### src/rtl/paralelo_serial_pkg.sv
// Constants and state encoding shared by the parallel-to-serial transmitter
// and its serial-to-parallel receiver neighbour.
package paralelo_serial_pkg;

    localparam int SYM_W = 8;
    localparam logic [SYM_W-1:0] PS_COMMA = 8'hBC;

    typedef enum logic {
        TRAIN  = 1'b0,
        ACTIVE = 1'b1
    } ps_state_e;

    // Symbol for the next load boundary: the held byte goes first, then a
    // byte that is being transferred in the same cycle, then the idle comma.
    function automatic logic [SYM_W-1:0] pick_symbol(
        input logic             hold_full,
        input logic [SYM_W-1:0] hold_data,
        input logic             xfer,
        input logic [SYM_W-1:0] data_in,
        input logic [SYM_W-1:0] comma
    );
        if (hold_full)
            return hold_data;
        else if (xfer)
            return data_in;
        else
            return comma;
    endfunction

endpackage

### src/rtl/paralelo_serial_shifter.sv
// Symbol shift register and bit counter; the MSB of shreg is the wire bit.
// The register reloads at bit position 7 and otherwise shifts left.
module ps_shifter
    import paralelo_serial_pkg::*;
#(
    parameter logic [SYM_W-1:0] RESET_SYM = PS_COMMA
) (
    input  logic             clk_32f,
    input  logic             reset,
    input  logic [SYM_W-1:0] load_sym,
    output logic             boundary,
    output logic             bit_out
);

    logic [SYM_W-1:0] shreg;
    logic [2:0]       bit_cnt;

    assign boundary = (bit_cnt == 3'd7);
    assign bit_out  = shreg[SYM_W-1];

    always_ff @(posedge clk_32f or posedge reset) begin
        if (reset) begin
            shreg   <= RESET_SYM;
            bit_cnt <= 3'd0;
        end else begin
            bit_cnt <= bit_cnt + 3'd1;
            if (boundary)
                shreg <= load_sym;
            else
                shreg <= {shreg[SYM_W-2:0], 1'b0};
        end
    end

endmodule

### src/rtl/paralelo_serial.sv
// Parallel-to-serial transmitter: bytes in over valid/ready, MSB-first bits out,
// commas filling idle symbols, and a comma training burst after reset.
module paralelo_serial
    import paralelo_serial_pkg::*;
#(
    parameter logic [SYM_W-1:0] COMMA   = PS_COMMA,
    parameter int               N_TRAIN = 4
) (
    input  logic             clk_32f,
    input  logic             reset,
    input  logic [SYM_W-1:0] data_in_PS,
    input  logic             valid_in_PS,
    output logic             ready_PS,
    output logic             data_out_PS,
    output logic             active_PS
);

    ps_state_e        state_q, state_d;
    logic [3:0]       comma_cnt_q, comma_cnt_d;
    logic [SYM_W-1:0] hold_data_q, hold_data_d;
    logic             hold_full_q, hold_full_d;
    logic             boundary;
    logic             xfer;
    logic [SYM_W-1:0] load_sym;

    // Ready depends on registers only, so an upstream valid cannot loop back.
    assign ready_PS  = (state_q == ACTIVE) && !hold_full_q;
    assign active_PS = (state_q == ACTIVE);
    assign xfer      = valid_in_PS && ready_PS;
    assign load_sym  = pick_symbol(hold_full_q, hold_data_q, xfer, data_in_PS, COMMA);

    ps_shifter #(
        .RESET_SYM (COMMA)
    ) u_shifter (
        .clk_32f  (clk_32f),
        .reset    (reset),
        .load_sym (load_sym),
        .boundary (boundary),
        .bit_out  (data_out_PS)
    );

    always_ff @(posedge clk_32f or posedge reset) begin
        if (reset) begin
            state_q     <= TRAIN;
            comma_cnt_q <= 4'd0;
            hold_data_q <= '0;
            hold_full_q <= 1'b0;
        end else begin
            state_q     <= state_d;
            comma_cnt_q <= comma_cnt_d;
            hold_data_q <= hold_data_d;
            hold_full_q <= hold_full_d;
        end
    end

    // The comma loaded at reset is training comma 0, so the switch to ACTIVE
    // happens on the boundary that ends comma N_TRAIN-1.
    always_comb begin
        state_d     = state_q;
        comma_cnt_d = comma_cnt_q;
        if (state_q == TRAIN && boundary) begin
            comma_cnt_d = comma_cnt_q + 4'd1;
            if (comma_cnt_q == 4'(N_TRAIN - 1))
                state_d = ACTIVE;
        end
    end

    // Hold buffer: fill on a mid-symbol transfer, drain at the boundary.
    // A boundary transfer bypasses straight into the shifter.
    always_comb begin
        hold_data_d = hold_data_q;
        hold_full_d = hold_full_q;
        if (boundary) begin
            hold_full_d = 1'b0;
        end else if (xfer) begin
            hold_data_d = data_in_PS;
            hold_full_d = 1'b1;
        end
    end

endmodule

### config.mk
export PLATFORM = sky130hd
export DESIGN_NAME = paralelo_serial
export DESIGN_NICKNAME = d
export VERILOG_FILES = /design/src/rtl/paralelo_serial_pkg.sv /design/src/rtl/paralelo_serial_shifter.sv /design/src/rtl/paralelo_serial.sv
export SDC_FILE = /design/constraint.sdc
export NUM_CORES = 1
export LEC_CHECK = 0
export ABC_AREA = 1
export BUFFER_PORTS_ARGS = -buffer_cell sky130_fd_sc_hd__buf_4
export CELL_PAD_IN_SITES_DETAIL_PLACEMENT = 0
export CELL_PAD_IN_SITES_GLOBAL_PLACEMENT = 1
export CORE_MARGIN = 3
export CORE_UTILIZATION = 45
export CTS_CLUSTER_SIZE = 24
export DETAILED_ROUTE_END_ITERATION = 7
export PLACE_DENSITY = 0.91
export SLEW_MARGIN = 5
export SYNTH_ARGS = -nofsm -noshare
export SYNTH_HDL_FRONTEND = slang
export SYNTH_HIERARCHICAL = 1
export SYNTH_SLANG_ARGS = --single-unit
### constraint.sdc
create_clock -name clk_32f -period 2.65 [get_ports clk_32f]
set_input_delay 0.53 -clock clk_32f [delete_from_list [all_inputs] [get_ports clk_32f]]
set_output_delay 0.53 -clock clk_32f [all_outputs]
set_load 0.005 [all_outputs]
Word-level counts from Yosys, hierarchy flattened
Cells that the tools add are included.
{"block": "word_totals", "ram_bits": 0, "register_bits": 25, "memories": 0, "latchBits": 0, "in_bits": 11, "elab_cells": 24, "out_inout_bits": 3, "rom_bits": 0}
{"block": "classes", "n_reduce_logical": 7, "order_cmp": 0, "n_shift": 0, "n_mul": 0, "n_div": 0, "addsub": 2, "eq_ne": 2, "muxes": 5, "bitwise": 2}
{"operator": "$mux 8", "n": 3}
{"operator": "$add 4x1->4 const B", "n": 1}
{"operator": "$eq 4x2->1 const B", "n": 1}
{"operator": "$reduce_and 2->1", "n": 2}
{"operator": "$add 3x1->3 const B", "n": 1}
{"operator": "$eq 3x3->1 const B", "n": 1}
{"operator": "$logic_and 1x1->1", "n": 3}
{"operator": "$mux 1", "n": 2}
{"operator": "$not 1->1", "n": 2}
{"operator": "$reduce_bool 2->1", "n": 1}
{"operator": "$logic_not 1->1", "n": 1}

Depth between registers and ports, before layout
Gate-level depths: netlist of run 1.
{"block": "depth", "ltp_word": 6, "ltp_mapped": 7, "mapped_depth_nobuf": 7}

Hierarchy
Netlist of run 1, hierarchy kept.
{"mod": "paralelo_serial", "n_inst": 1, "seq_area_each_um2": 350.3, "cells_each": 94, "area_each_um2": 743.2}
{"mod": "ps_shifter", "n_inst": 1, "seq_area_each_um2": 281.5, "cells_each": 40, "area_each_um2": 415.4}

Least setup slack after synthesis of run 1
OpenSTA, ideal clock, no wires.
{"block": "synth_path", "kind": "flip-flop to flip-flop", "from": "register u_shifter.bit_cnt[0]", "to": "register hold_data_q[0]", "required_ns": 2.533, "stages_incl_launch_ff": 7, "arrival_time_ns": 1.163, "slack_ns": 1.370, "path_buffers": 0, "period_less_slack_ns": 1.280, "setup_ns": 0.117, "cell_sequence": "dfrtp_1 > ha_1 > ha_1 > inv_4 > nand4_4 > nand2_1 > nand2_1"}
{"block": "synth_via", "elab_chain_cells": 3}
{"element": "from (decl)", "line_no": "paralelo_serial_shifter.sv:16", "text": "logic [2:0] bit_cnt;"}
{"element": "from (signal assigned)", "line_no": "paralelo_serial_shifter.sv:26", "text": "bit_cnt <= bit_cnt + 3'd1;"}
{"element": "$eq 3x3->1", "line_no": "paralelo_serial_shifter.sv:18", "text": "assign boundary = (bit_cnt == 3'd7);"}
{"element": "via boundary", "line_no": "paralelo_serial.sv:22", "text": "logic boundary;"}
{"element": "$not 1->1 (no source line)"}
{"element": "$reduce_and 2->1 (no source line)"}
{"element": "to (signal assigned)", "line_no": "paralelo_serial.sv:51", "text": "hold_data_q <= hold_data_d;"}
{"element": "to (decl)", "line_no": "paralelo_serial.sv:20", "text": "logic [SYM_W-1:0] hold_data_q, hold_data_d;"}
The timed path passes the listed nets, and every way through them passes these cells.
A chain may end at the register's enable or synchronous reset.

Final worst setup path of run 1
{"block": "layout_path", "from": "register state_q (netlist: active_PS)", "to": "output port ready_PS"}
{"block": "layout_via", "elab_chain_cells": 1}
{"element": "from (decl)", "line_no": "paralelo_serial.sv:18", "text": "ps_state_e state_q, state_d;"}
{"element": "from (signal assigned)", "line_no": "paralelo_serial.sv:49", "text": "state_q <= state_d;"}
{"element": "$logic_and 1x1->1", "line_no": "paralelo_serial.sv:27", "text": "assign ready_PS = (state_q == ACTIVE) && !hold_full_q;"}
{"element": "to (decl)", "line_no": "paralelo_serial.sv:13", "text": "output logic ready_PS,"}
Every way passes these cells.

==> metrics.json, run 1 <==
{
  "run_status": "completed",
  "drcViolationCount": 0,
  "clock_tree.buffer_depth": 2,
  "combinational_family_with_the_most_area_after_synthesis": "simple AND/OR/NAND/NOR gates",
  "post-synth-top-area-cell": "dfrtp_1",
  "routed-via-count": 882,
  "cts.sinks": 25,
  "io_buffer_count": 13,
  "worst_clock_skew_ns": 0.00260,
  "yosysUniqueCellTypes": 16,
  "finalWirelength_um": 2090,
  "max_clock_freq_ghz": 0.552,
  "critical_path_required_ns": 2.12,
  "tritoncts_clock_tree": "built",
  "power_dissipated_by_switching_net_loads_uw": 172,
  "synth_edf_count": 0,
  "final_hold_violation_count": 0,
  "clkLatencyLatePin_ns": 0.31,
  "synth.top_cell.area_share": 0.432,
  "timing.final.crit_share": 0.684,
  "dr_iter_0_viols": 34,
  "worst_slew_pin_slew_ns": 0.541,
  "chipHeight_um": 56.7,
  "share_clk_of_total_power": 0.233,
  "initial_core_util": 0.500,
  "ioPinCount": 14,
  "share_comb_of_total_power": 0.125,
  "synthCells": 134,
  "synth.cell_area_um2": 1160,
  "first_global_vias": 884,
  "synth.top_cells.by_count": "nand2_1 (56), dfrtp_1 (20), nor2_1 (16), inv_1 (9), nand4_1 (7)",
  "gp_congestion": 0.723,
  "critical_path_arrival_ns": 1.28,
  "global_route.usage.met2": 0.248,
  "max_cap_viol": 0,
  "busiest_layer": "met2",
  "gr-usage-all-layers": 0.148,
  "globalRouteOverflowTotal": 0,
  "share_seq_of_total_power": 0.643,
  "leakagePower_uw": 0.000694,
  "antenna_found_initial": 0,
  "power-per-cell-area_nw_per_um2": 540,
  "report.final.setup_viol": 0,
  "detailedRoute.firstPassIterationCount": 4,
  "detail-route-antenna-nets": 0,
  "regArea_um2": 632,
  "drt-wirelength-per-cell_um": 11.9,
  "dpl-instance-area_um2": 1260,
  "grt_first_pass_wirelength_um": 3700,
  "n_antenna_cell": 0,
  "post_cts_hold_buffer_count": 0,
  "drt-vias-per-instance": 5.01,
  "synthesis.area_per_instance_um2": 8.65,
  "critical_path.startpoint_type": "flop",
  "worstSetupEndpointType": "primary output",
  "rsz0062_at_grt": "no",
  "root_buffer": "clkbuf_4",
  "finish.net_count": 163,
  "largest_net_degree_at_the_start_of_global_routing": 15,
  "hp-class": "input port to async pin",
  "use_met1": 0.188,
  "dp_hpwl_um": 1620,
  "synth_simple_gate_area_share": 0.336,
  "ctsHtreeMaxLevel": 1,
  "yosysWarningCount": 6,
  "synthMostInstantiatedCell": "nand2_1",
  "drv_slew": 0,
  "final.setup.tns_ns": 0,
  "area_growth_pct": 10.9,
  "synth_ff_type": "dfrtp_1",
  "adder_and_majority_gate_portion_of_the_synthesized_area": 0.0324,
  "num_rows": 17,
  "synth.area.mux_share": 0,
  "synth.yosys.seq_area_share": 0.545,
  "cts_buf_count": 3,
  "layout_min_cycle_time_ns": 1.81,
  "postSynth.asyncResetShare": 1.00,
  "timing.max_slew.rel_slack": 0.639,
  "synth-seq-cells": 25,
  "floorplan.die.width_um": 56.7,
  "power_switching_share": 0.247,
  "postCtsSetupBuffers": 0,
  "cts_resized": 0,
  "crit_path_max_fanout": 13,
  "synth_compound_area_frac": 0.00864,
  "drive_gt1_frac": 0.189,
  "core_area_um2": 2320,
  "area_occupied_by_multi_input_gates_um2": 445,
  "final_design_area_no_fill_um2": 1280,
  "post_synth_xor_area_fraction": 0.00756,
  "critical_path_class": "flop to primary output",
  "yosys-top-cells-area": "dfrtp_1 (43%), nand2_1 (18%), dfstp_2 (11%), nor2_1 (5.2%), nand4_1 (3.8%)",
  "worst_ir_drop_vdd_mv": 0.262,
  "cts.reportedPaths.clkPinSlew_ns": 0.13,
  "grt_util_met3": 0.0207,
  "layout.filler_cells": 222,
  "timing.hold.ws_ns": 0.194,
  "floorplan.die_area_um2": 3220,
  "internal_power_of_the_cells_uw": 522,
  "synthesis.nets": 148
}
==> final timing paths <==
check                                     start            endpoint  slack [ns]  depth (start not counted)
max                                   active_PS            ready_PS        0.84                          3
min                                       reset  u_shifter/shreg[1]        0.19                          2
max reg2reg                u_shifter/bit_cnt[0]      hold_data_q[7]        1.07                          6
min reg2reg                  u_shifter/shreg[0]  u_shifter/shreg[1]        0.45                          2
max in group asynchronous                 reset      hold_data_q[6]        2.04                          2
min in group clk_32f         u_shifter/shreg[0]  u_shifter/shreg[1]        0.45                          2
==> registers in the layout, indices dropped and copies added (netlist names) <==
name and cells:
u_shifter/bit_cnt 3, u_shifter/shreg 8, comma_cnt_q 4, hold_data_q 8
active_PS 1, hold_full_q 1
==> placed cells by master (no fill, tap or decap), drive strengths merged <==
cell / n
ha: 3
clkinv: 1
inv: 12
dfrtp: 20
nor2: 17
buf: 13
xor2: 1
o21ai: 2
nand2: 56
nand4: 9
nand3: 6
clkbuf: 3
dfstp: 5
==> cells by family after synthesis <==
| kind of cell | Yosys count |
|---|---|
| compound gates | 2 |
| xor+xnor | 1 |
| fa+ha+maj | 3 |
| buf+inv | 15 |
| flops | 25 |
| simple gates | 88 |
==> worst max-delay path, cell delays in order (launching register included) <==
cell and delay, ns:
dfrtp_1 0.46, inv_2 0.09, nor2_4 0.25, buf_4 0.17
==> power groups by stage <==
stage          Sequential (uW)  Combinational (uW)  Clock (uW)
6_report                   446                86.5         161
5_1_grt                    450                99.2         190
4_1_cts                    446                87.6         172
3_5_place_dp               453                87.7           0
3_3_place_gp               451                85.4           0
2_1_floorplan              448                57.7           0
==> per-layer routing <==
| metal | vias to the layer above | routed length (um) | share of wire |
|---|---|---|---|
| li1 | 449 | - | - |
| met1 | 414 | 982 | 0.47 |
| met2 | 17 | 1030 | 0.49 |
| met3 | 2 | 62 | 0.030 |
| met4 | 0 | 16 | 0.0076 |
| met5 | - | 0 | 0 |
==> metrics by stage <==
stage | total power, uW | utilization | cells | setup WS (ns)
finish | 694 | 0.554 | 176 | 0.837
global placement | 536 | 0.542 | 172 | 1.13
global route | 740 | 0.554 | 176 | 0.769
CTS | 706 | 0.554 | 176 | 0.842
detailed placement | 541 | 0.542 | 172 | 1.06
floorplan | 506 | - | 134 | 1.37
==> area by class of cell <==
cell class	count	area share
well taps	28	0.0273
clock inverters	1	0.00389
inverters	12	0.0370
clock buffers	3	0.0175
repair buffers	13	0.0759
multi-input cells	94	0.347
flip-flops and latches	25	0.492
No activity file was read; power rests on OpenSTA's default activity.
==> run 2, diff against run 1 <==
--- a/config.mk
+++ b/config.mk
@@ -9,11 +9,12 @@
 export BUFFER_PORTS_ARGS = -buffer_cell sky130_fd_sc_hd__buf_4
 export CELL_PAD_IN_SITES_DETAIL_PLACEMENT = 0
 export CELL_PAD_IN_SITES_GLOBAL_PLACEMENT = 1
+export CORE_ASPECT_RATIO = 0.5
 export CORE_MARGIN = 3
-export CORE_UTILIZATION = 45
+export CORE_UTILIZATION = 38
 export CTS_CLUSTER_SIZE = 24
 export DETAILED_ROUTE_END_ITERATION = 7
-export PLACE_DENSITY = 0.91
+export PLACE_DENSITY = 0.83
 export SLEW_MARGIN = 5
 export SYNTH_ARGS = -nofsm -noshare
 export SYNTH_HDL_FRONTEND = slang
==> constraint.sdc (replaced) <==
create_clock -name clk_32f -period 1.45 [get_ports clk_32f]
set_input_delay 0.29 -clock clk_32f [delete_from_list [all_inputs] [get_ports clk_32f]]
set_output_delay 0.29 -clock clk_32f [all_outputs]
set_load 0.005 [all_outputs]
==> run 2 against run 1 <==
Worst setup slack worse by 0.75 ns; count of clock-buffer cells in the layout unchanged; sequential cell count unchanged; critical path type unchanged; cell count up 6.8%; core utilization down 6.8 points; final area up 4.1%; non-clock buffer count up 3.
==> metrics.json, run 2 (synthesized netlist as in run 1, its figures left out) <==
{
  "globalRouteOverflowTotal": {"value": 0, "change": "unchanged"},
  "critical_path_class": "flop to primary output",
  "routed-via-count": {"value": 867, "change": "-1.7%"},
  "chipHeight": {"value": 45.0, "unit": "um", "change": "-21%"},
  "drcViolationCount": {"value": 0, "change": "unchanged"},
  "clkLatencyLatePin": {"value": 0.27, "unit": "ns", "change": "-0.04 ns"},
  "dpl-instance-area": {"value": 1290, "unit": "um2", "change": "+2.7%"},
  "top_regs": "hold_data_q x8, u_shifter/shreg x8, comma_cnt_q x4",
  "final_design_area_no_fill": {"value": 1340, "unit": "um2", "change": "+4.1%"},
  "area_occupied_by_multi_input_gates": {"value": 445, "unit": "um2", "change": "unchanged"},
  "drt-vias-per-instance": {"value": 4.61, "change": "-8.0%"},
  "crit_path_max_fanout": {"value": 7, "change": "-6"},
  "layoutNonFillerInstCount": {"value": 188, "change": "+6.8%"},
  "worst_clock_skew": {"value": 0.00166, "unit": "ns", "change": "-0.000936 ns"},
  "run_status": "completed",
  "power-per-cell-area": {"value": 1030, "unit": "nW/um2", "change": "+91%"},
  "worst_ir_drop_vdd": {"value": 0.383, "unit": "mV", "change": "+46%"},
  "critical_path_arrival": {"value": 1.07, "unit": "ns", "change": "-0.21 ns"},
  "detail-route-antenna-nets": {"value": 0, "change": "unchanged"},
  "ctsHtreeMaxLevel": {"value": 1, "change": "unchanged"},
  "area_growth_pct": 15.4,
  "layout_commonest_cell": "nand2_1",
  "layout_min_cycle_time_ns": 1.36,
  "postCtsSetupBuffers": {"value": 0, "change": "unchanged"},
  "root_buffer": "clkbuf_8",
  "pre_cts_ws": {"value": 0.134, "unit": "ns", "change": "-0.923 ns"},
  "worst_slew_pin_slew": {"value": 0.562, "unit": "ns", "change": "+0.0201 ns"},
  "cts_buf_count": {"value": 3, "change": "unchanged"},
  "dr_iter_0_viols": {"value": 68, "change": "+100%"},
  "leakagePower": {"value": 0.000716, "unit": "uW", "change": "+3.2%"},
  "layout.filler_cells": {"value": 284, "change": "+28%"},
  "floorplan.die.width": {"value": 84.1, "unit": "um", "change": "+48%"},
  "max_clock_freq_ghz": 0.733,
  "finish.net_count": {"value": 166, "change": "+1.8%"},
  "drv_slew": {"value": 0, "change": "unchanged"},
  "n_antenna_cell": {"value": 0, "change": "unchanged"},
  "dp_hpwl": {"value": 1600, "unit": "um", "change": "-1.1%"},
  "regArea": {"value": 632, "unit": "um2", "change": "unchanged"},
  "detailedRoute.firstPassIterationCount": {"value": 4, "change": "unchanged"},
  "first_global_vias": {"value": 830, "change": "-6.1%"},
  "final_cell_mix": "nand2_1 (56), dfrtp_1 (20), nor2_1 (16), buf_4 (16), inv_1 (9)",
  "rsz0062_at_grt": "no",
  "critical_path_required": {"value": 1.16, "unit": "ns", "change": "-0.96 ns"},
  "cts.reportedPaths.clkPinSlew": {"value": 0.08, "unit": "ns", "change": "-0.05 ns"},
  "drt-wirelength-per-cell": {"value": 11.4, "unit": "um", "change": "-4.2%"},
  "max_cap_viol": {"value": 0, "change": "unchanged"},
  "grt_first_pass_wirelength": {"value": 3850, "unit": "um", "change": "+4.1%"},
  "floorplan.die_area": {"value": 3790, "unit": "um2", "change": "+18%"},
  "core_area": {"value": 2750, "unit": "um2", "change": "+19%"},
  "timing.final.crit_share": 0.940,
  "final_hold_violation_count": {"value": 0, "change": "unchanged"},
  "dpl_cells": {"value": 184, "change": "+7.0%"},
  "gp_congestion": {"value": 0.799, "change": "+10%"},
  "post_cts_hold_buffer_count": {"value": 0, "change": "unchanged"},
  "largest_net_degree_at_the_start_of_global_routing": {"value": 15, "change": "unchanged"},
  "gr-usage-all-layers": {"value": 0.133, "change": "-0.0149"},
  "cts.sinks": {"value": 25, "change": "unchanged"},
  "clock_tree.buffer_depth": {"value": 2, "change": "unchanged"},
  "hp-class": "input port to async pin",
  "initial_core_util": {"value": 0.421, "change": "-0.0782"},
  "antenna_found_initial": {"value": 0, "change": "unchanged"},
  "critical_path.startpoint_type": "flop",
  "io_buffer_count": {"value": 13, "change": "unchanged"},
  "final.setup.worst_slack": {"value": 0.0863, "unit": "ns", "change": "-0.751 ns"},
  "cts_resized": {"value": 0, "change": "unchanged"},
  "drive_gt1_frac": {"value": 0.205, "change": "+0.0161"},
  "finalWirelength": {"value": 2140, "unit": "um", "change": "+2.3%"},
  "final.setup.tns": {"value": 0, "unit": "ns", "change": "unchanged"},
  "timing.max_slew.rel_slack": {"value": 0.625, "change": "-0.0134"},
  "tritoncts_clock_tree": "built",
  "ioPinCount": {"value": 14, "change": "unchanged"},
  "final_util": {"value": 0.487, "change": "-0.0677"},
  "num_rows": {"value": 13, "change": "-4"},
  "report.final.setup_viol": {"value": 0, "change": "unchanged"},
  "worstSetupEndpointType": "primary output"
}
[run 2: per-stage QoR]
step / power [uW] / hold slack [ns]
floorplan: 924 / 0.139
global placement: 984 / 0.327
detailed placement: 986 / 0.341
CTS: 1400 / 0.0455
global route: 1470 / 0.0450
finish: 1380 / 0.0304
[run 2: worst paths after layout]
kind | from | end | slack, ns | cells after the start
hold / removal | reset | u_shifter/shreg[0] | 0.03 | 2
min in group clk_32f | data_in_PS[7] | hold_data_q[7] | 0.27 | 3
setup / recovery | active_PS | ready_PS | 0.09 | 3
hold reg to reg | u_shifter/bit_cnt[0] | u_shifter/bit_cnt[0] | 0.43 | 1
max in group asynchronous | reset | active_PS | 1.01 | 2
setup reg to reg | u_shifter/bit_cnt[0] | hold_data_q[3] | 0.13 | 6
[run 2: layout make-up]
class,instances,area share
multi-input cells,94,0.333
inverters,12,0.0355
clock buffers,3,0.0309
repair buffers,16,0.0898
flip-flops and latches,25,0.472
well taps,37,0.0346
clock inverters,1,0.00374
[run 2: metal layers]
layer	GRT usage	wire, um
met1	0.170	1040
met2	0.216	970
met3	0.0437	97
met4	0.0481	34
met5	0	0
[run 2: report_power, final]
group          total, uW  leakage, uW  switching [uW]  internal (uW)
Sequential           812     0.000298            28.5            784
Clock                405    0.0000255             213            192
Combinational        158     0.000393            88.8           69.2
Total               1380     0.000716             330           1050
[run 2: critical path, stage by stage, from the launching register on]
cell     delay [ns]
dfrtp_1        0.42
inv_2          0.08
nor2_4         0.16
buf_4          0.14
==> run 3, diff against run 2 <==
--- a/config.mk
+++ b/config.mk
@@ -5,16 +5,15 @@
 export SDC_FILE = /design/constraint.sdc
 export NUM_CORES = 1
 export LEC_CHECK = 0
-export ABC_AREA = 1
 export BUFFER_PORTS_ARGS = -buffer_cell sky130_fd_sc_hd__buf_4
 export CELL_PAD_IN_SITES_DETAIL_PLACEMENT = 0
 export CELL_PAD_IN_SITES_GLOBAL_PLACEMENT = 1
 export CORE_ASPECT_RATIO = 0.5
 export CORE_MARGIN = 3
-export CORE_UTILIZATION = 38
+export CORE_UTILIZATION = 40
 export CTS_CLUSTER_SIZE = 24
 export DETAILED_ROUTE_END_ITERATION = 7
-export PLACE_DENSITY = 0.83
+export PLACE_DENSITY = 0.82
 export SLEW_MARGIN = 5
 export SYNTH_ARGS = -nofsm -noshare
 export SYNTH_HDL_FRONTEND = slang
==> run 3 against run 2 <==
The flow now finishes with violations (negative setup slack); critical path depth rose by 2; via count fell by 19%; sequential power fell by 2%; register-to-register slack got worse by 0.15 ns; final area rose by 4.6%; sequential share of layout area fell by 2.1 points; maximum frequency fell by 7.5%; global-route usage fell by 1.8 points; routed wire length fell by 13%; worst setup slack got worse by 0.11 ns.
==> metrics.json, run 3 <==
{
  "run_status": "finished with violations",
  "violations_in_the_final_reports": "negative setup slack",
  "ioPinCount": {"value": 14, "change": "unchanged"},
  "worst_clock_skew": {"value": 0.00405, "unit": "ns", "change": "+0.00239 ns"},
  "synthesis.area_per_instance": {"value": 12.8, "unit": "um2", "change": "+48%"},
  "report.final.setup_viol": {"value": 3, "change": "+3"},
  "drcViolationCount": {"value": 0, "change": "unchanged"},
  "max_cap_viol": {"value": 0, "change": "unchanged"},
  "cpMaxStageDelayCell": "dfrtp_1",
  "final_cell_mix": "buf_4 (21), dfrtp_1 (20), mux2_4 (13)",
  "synth_edf_count": {"value": 0, "change": "unchanged"},
  "floorplan.die.width": {"value": 81.0, "unit": "um", "change": "-3.7%"},
  "tritoncts_clock_tree": "built",
  "worst-r2r-setup-slack": {"value": -0.02, "unit": "ns", "change": "-0.15 ns"},
  "clock_tree.buffer_depth": {"value": 2, "change": "unchanged"},
  "share_seq_of_total_power": {"value": 0.571, "change": "-0.019"},
  "synthCells": {"value": 88, "change": "-34%"},
  "layout_commonest_cell": "buf_4",
  "clkLatencyLatePin": {"value": 0.26, "unit": "ns", "change": "about the same"},
  "final.setup.tns": {"value": -0.0450, "unit": "ns", "change": "-0.0450 ns"},
  "path_cells": "ha_2 -> ha_4 -> nor3_4 -> buf_4 -> mux2_2",
  "post-synth-top-area-cell": "dfrtp_1",
  "detail-route-antenna-nets": {"value": 0, "change": "unchanged"},
  "final_hold_violation_count": {"value": 0, "change": "unchanged"},
  "layout_min_cycle_time": {"value": 1.47, "unit": "ns", "change": "+0.111 ns"},
  "rsz0062_at_grt": "yes",
  "design_power_total": {"value": 1390, "unit": "uW", "change": "+0.87%"},
  "finalWirelength": {"value": 1860, "unit": "um", "change": "-13%"},
  "critical_path_required": {"value": 1.60, "unit": "ns", "change": "+0.44 ns"},
  "core_area": {"value": 2430, "unit": "um2", "change": "-12%"},
  "num_rows": {"value": 12, "change": "-1"},
  "yosysWarningCount": {"value": 6, "change": "unchanged"},
  "dr_iter_0_viols": {"value": 21, "change": "-69%"},
  "max_clock_freq": {"value": 0.678, "unit": "GHz", "change": "-7.5%"},
  "reg2regPathDepth": {"value": 5, "change": "-1"},
  "root_buffer": "clkbuf_8",
  "synth.top_cell.area_share": {"value": 0.445, "change": "+0.0135"},
  "cts_buf_count": {"value": 3, "change": "unchanged"},
  "largest_net_degree_at_the_start_of_global_routing": {"value": 15, "change": "unchanged"},
  "layoutNonFillerInstCount": {"value": 146, "change": "-22%"},
  "drv_slew": {"value": 0, "change": "unchanged"},
  "yosysUniqueCellTypes": {"value": 24, "change": "+8"},
  "worstSetupEndpointType": "flop",
  "synth.yosys.seq_area_share": {"value": 0.562, "change": "+0.0170"},
  "io_buffer_count": {"value": 13, "change": "unchanged"},
  "synth_ff_type": "dfrtp_1",
  "synth-seq-cells": {"value": 25, "change": "unchanged"},
  "globalRouteOverflowTotal": {"value": 0, "change": "unchanged"},
  "n_antenna_cell": {"value": 0, "change": "unchanged"},
  "dpl_cells": {"value": 140, "change": "-24%"},
  "power_dissipated_by_switching_net_loads": {"value": 302, "unit": "uW", "change": "-8.7%"},
  "gr-usage-all-layers": {"value": 0.115, "change": "-0.0177"},
  "postSynth.asyncResetShare": {"value": 1.00, "change": "unchanged"},
  "crit_path_max_fanout": {"value": 4, "change": "-3"},
  "hp-class": "input port to async pin",
  "synthesis.nets": {"value": 102, "change": "-31%"},
  "r2r-start": "u_shifter/bit_cnt[0]",
  "internal_power_of_the_cells": {"value": 1090, "unit": "uW", "change": "+3.9%"},
  "final.setup.worst_slack": {"value": -0.0249, "unit": "ns", "change": "-0.111 ns"},
  "critical-path-max-stage-delay": {"value": 0.38, "unit": "ns", "change": "-0.04 ns"},
  "routed-via-count": {"value": 701, "change": "-19%"},
  "worst_slew_pin_slew": {"value": 0.567, "unit": "ns", "change": "+0.00501 ns"},
  "antenna_found_initial": {"value": 0, "change": "unchanged"},
  "synth.cell_area": {"value": 1120, "unit": "um2", "change": "-3.0%"},
  "top_regs": "hold_data_q x8, u_shifter/shreg x8, comma_cnt_q x4",
  "yosys-top-cells-area": "dfrtp_1 (45%), dfstp_2 (12%), mux2_4 (9.4%), mux2_2 (9.0%), ha_1 (3.3%)",
  "timing.max_slew.rel_slack": {"value": 0.622, "change": "-0.00334"},
  "power_switching_share": {"value": 0.217, "change": "-0.0228"},
  "chipHeight": {"value": 43.5, "unit": "um", "change": "-3.5%"},
  "share_comb_of_total_power": {"value": 0.141, "change": "+0.026"},
  "finish.net_count": {"value": 126, "change": "-24%"},
  "drt-vias-per-instance": {"value": 4.80, "change": "+4.1%"},
  "layout.filler_cells": {"value": 220, "change": "-23%"},
  "critical_path.startpoint_type": "flop",
  "grt_first_pass_wirelength": {"value": 3080, "unit": "um", "change": "-20%"},
  "cts.reportedPaths.clkPinSlew": {"value": 0.08, "unit": "ns", "change": "about the same"},
  "area_growth_pct": 24.5,
  "first_global_vias": {"value": 702, "change": "-15%"},
  "synthMostInstantiatedCell": "dfrtp_1",
  "drive_gt1_frac": {"value": 0.468, "change": "+0.263"},
  "drt-wirelength-per-cell": {"value": 12.7, "unit": "um", "change": "+12%"},
  "timing.final.crit_share": {"value": 1.02, "change": "+0.0767"},
  "floorplan.die_area": {"value": 3520, "unit": "um2", "change": "-7.1%"},
  "dp_hpwl": {"value": 1340, "unit": "um", "change": "-16%"},
  "ctsHtreeMaxLevel": {"value": 1, "change": "unchanged"},
  "share_clk_of_total_power": {"value": 0.288, "change": "-0.007"},
  "critical_path_class": "flop to flop",
  "pre_cts_ws": {"value": -0.0283, "unit": "ns", "change": "-0.163 ns"},
  "gp_congestion": {"value": 0.748, "change": "-6.3%"},
  "worst_ir_drop_vdd": {"value": 0.354, "unit": "mV", "change": "-7.6%"},
  "regToRegEndpoint": "hold_data_q[0]",
  "critical_path_arrival": {"value": 1.63, "unit": "ns", "change": "+0.56 ns"},
  "synth.top_cells.by_count": "dfrtp_1 (20), mux2_2 (9), inv_1 (8), mux2_4 (7), a21oi_1 (6)",
  "leakagePower": {"value": 0.000672, "unit": "uW", "change": "-6.1%"},
  "initial_core_util": {"value": 0.462, "change": "+0.0405"},
  "cts.sinks": {"value": 25, "change": "unchanged"},
  "detailedRoute.firstPassIterationCount": {"value": 4, "change": "unchanged"},
  "power-per-cell-area": {"value": 992, "unit": "nW/um2", "change": "-3.6%"}
}
[run 3: worst max-delay path by stage]
stage | start | endpoint | slack [ns] | cells past startpoint
2_1_floorplan | u_shifter/bit_cnt[0] | hold_data_q[0] | -0.04 | 4
3_3_place_gp | u_shifter/bit_cnt[0] | hold_data_q[5] | 0.002 | 5
3_5_place_dp | u_shifter/bit_cnt[0] | hold_data_q[2] | -0.03 | 5
4_1_cts | u_shifter/bit_cnt[0] | hold_data_q[2] | -0.04 | 5
5_1_grt | u_shifter/bit_cnt[0] | hold_data_q[0] | -0.09 | 5
6_report | u_shifter/bit_cnt[0] | hold_data_q[0] | -0.02 | 5
[run 3: kinds of logic after synthesis]
family	share of synthesized area
flip-flops	0.562
AND/OR/NAND/NOR	0.105
adder cells (fa/ha/maj)	0.0334
buffers and inverters	0.0445
AO/OA/AOI/OAI	0.0479
XOR/XNOR	0.0234
multiplexers	0.184
[run 3: through the flow]
step / cell area [um2] / hold slack, ns / util
2_1_floorplan: 1140 / 0.139 / -
3_3_place_gp: 1320 / 0.313 / 0.541
3_5_place_dp: 1320 / 0.326 / 0.541
4_1_cts: 1360 / 0.0328 / 0.560
5_1_grt: 1400 / 0.0484 / 0.575
6_report: 1400 / 0.0313 / 0.575
[run 3: final cells by class]
type / count / area [um2] / area share
sequential: 25 / 632 / 0.452
tap: 35 / 43.8 / 0.0313
clock buffer: 4 / 45.0 / 0.0322
multi-input combinational: 52 / 479 / 0.343
timing repair buffer: 22 / 169 / 0.121
inverter: 8 / 30.0 / 0.0215
[run 3: worst max-delay path: cells and delay by family, from the launching register on]
| kind | cells | cell delay [ns] |
|---|---|---|
| adders and majority gates | 2 | 0.37 |
| DFF | 1 | 0.38 |
| and+or+nand+nor | 1 | 0.13 |
| muxes | 1 | 0.32 |
| buffers and inverters | 1 | 0.16 |
[run 3: per-layer routing]
layer	track usage	wire length [um]	up-vias
met5	0	0	-
met4	0.0404	17	0
met3	0.0394	86	2
met2	0.183	825	17
met1	0.148	930	337
li1	-	-	345
[run 3: power by group through the flow]
stage                     Sequential [uW]  Clock (uW)  Combinational (uW)
after detailed placement              807           0                 180
final                                 793         400                 195
after global routing                  801         436                 214
after global placement                806           0                 174
after CTS                             794         418                 180
after floorplan                       799           0                 120
[run 3: what timing repair did]
item                                   CTS  global route
endpoints found under the hold margin    0             0
hold buffers                             0             0
buffers inserted                         0             2
setup endpoints to repair                7             9
gates resized for setup                  0             6
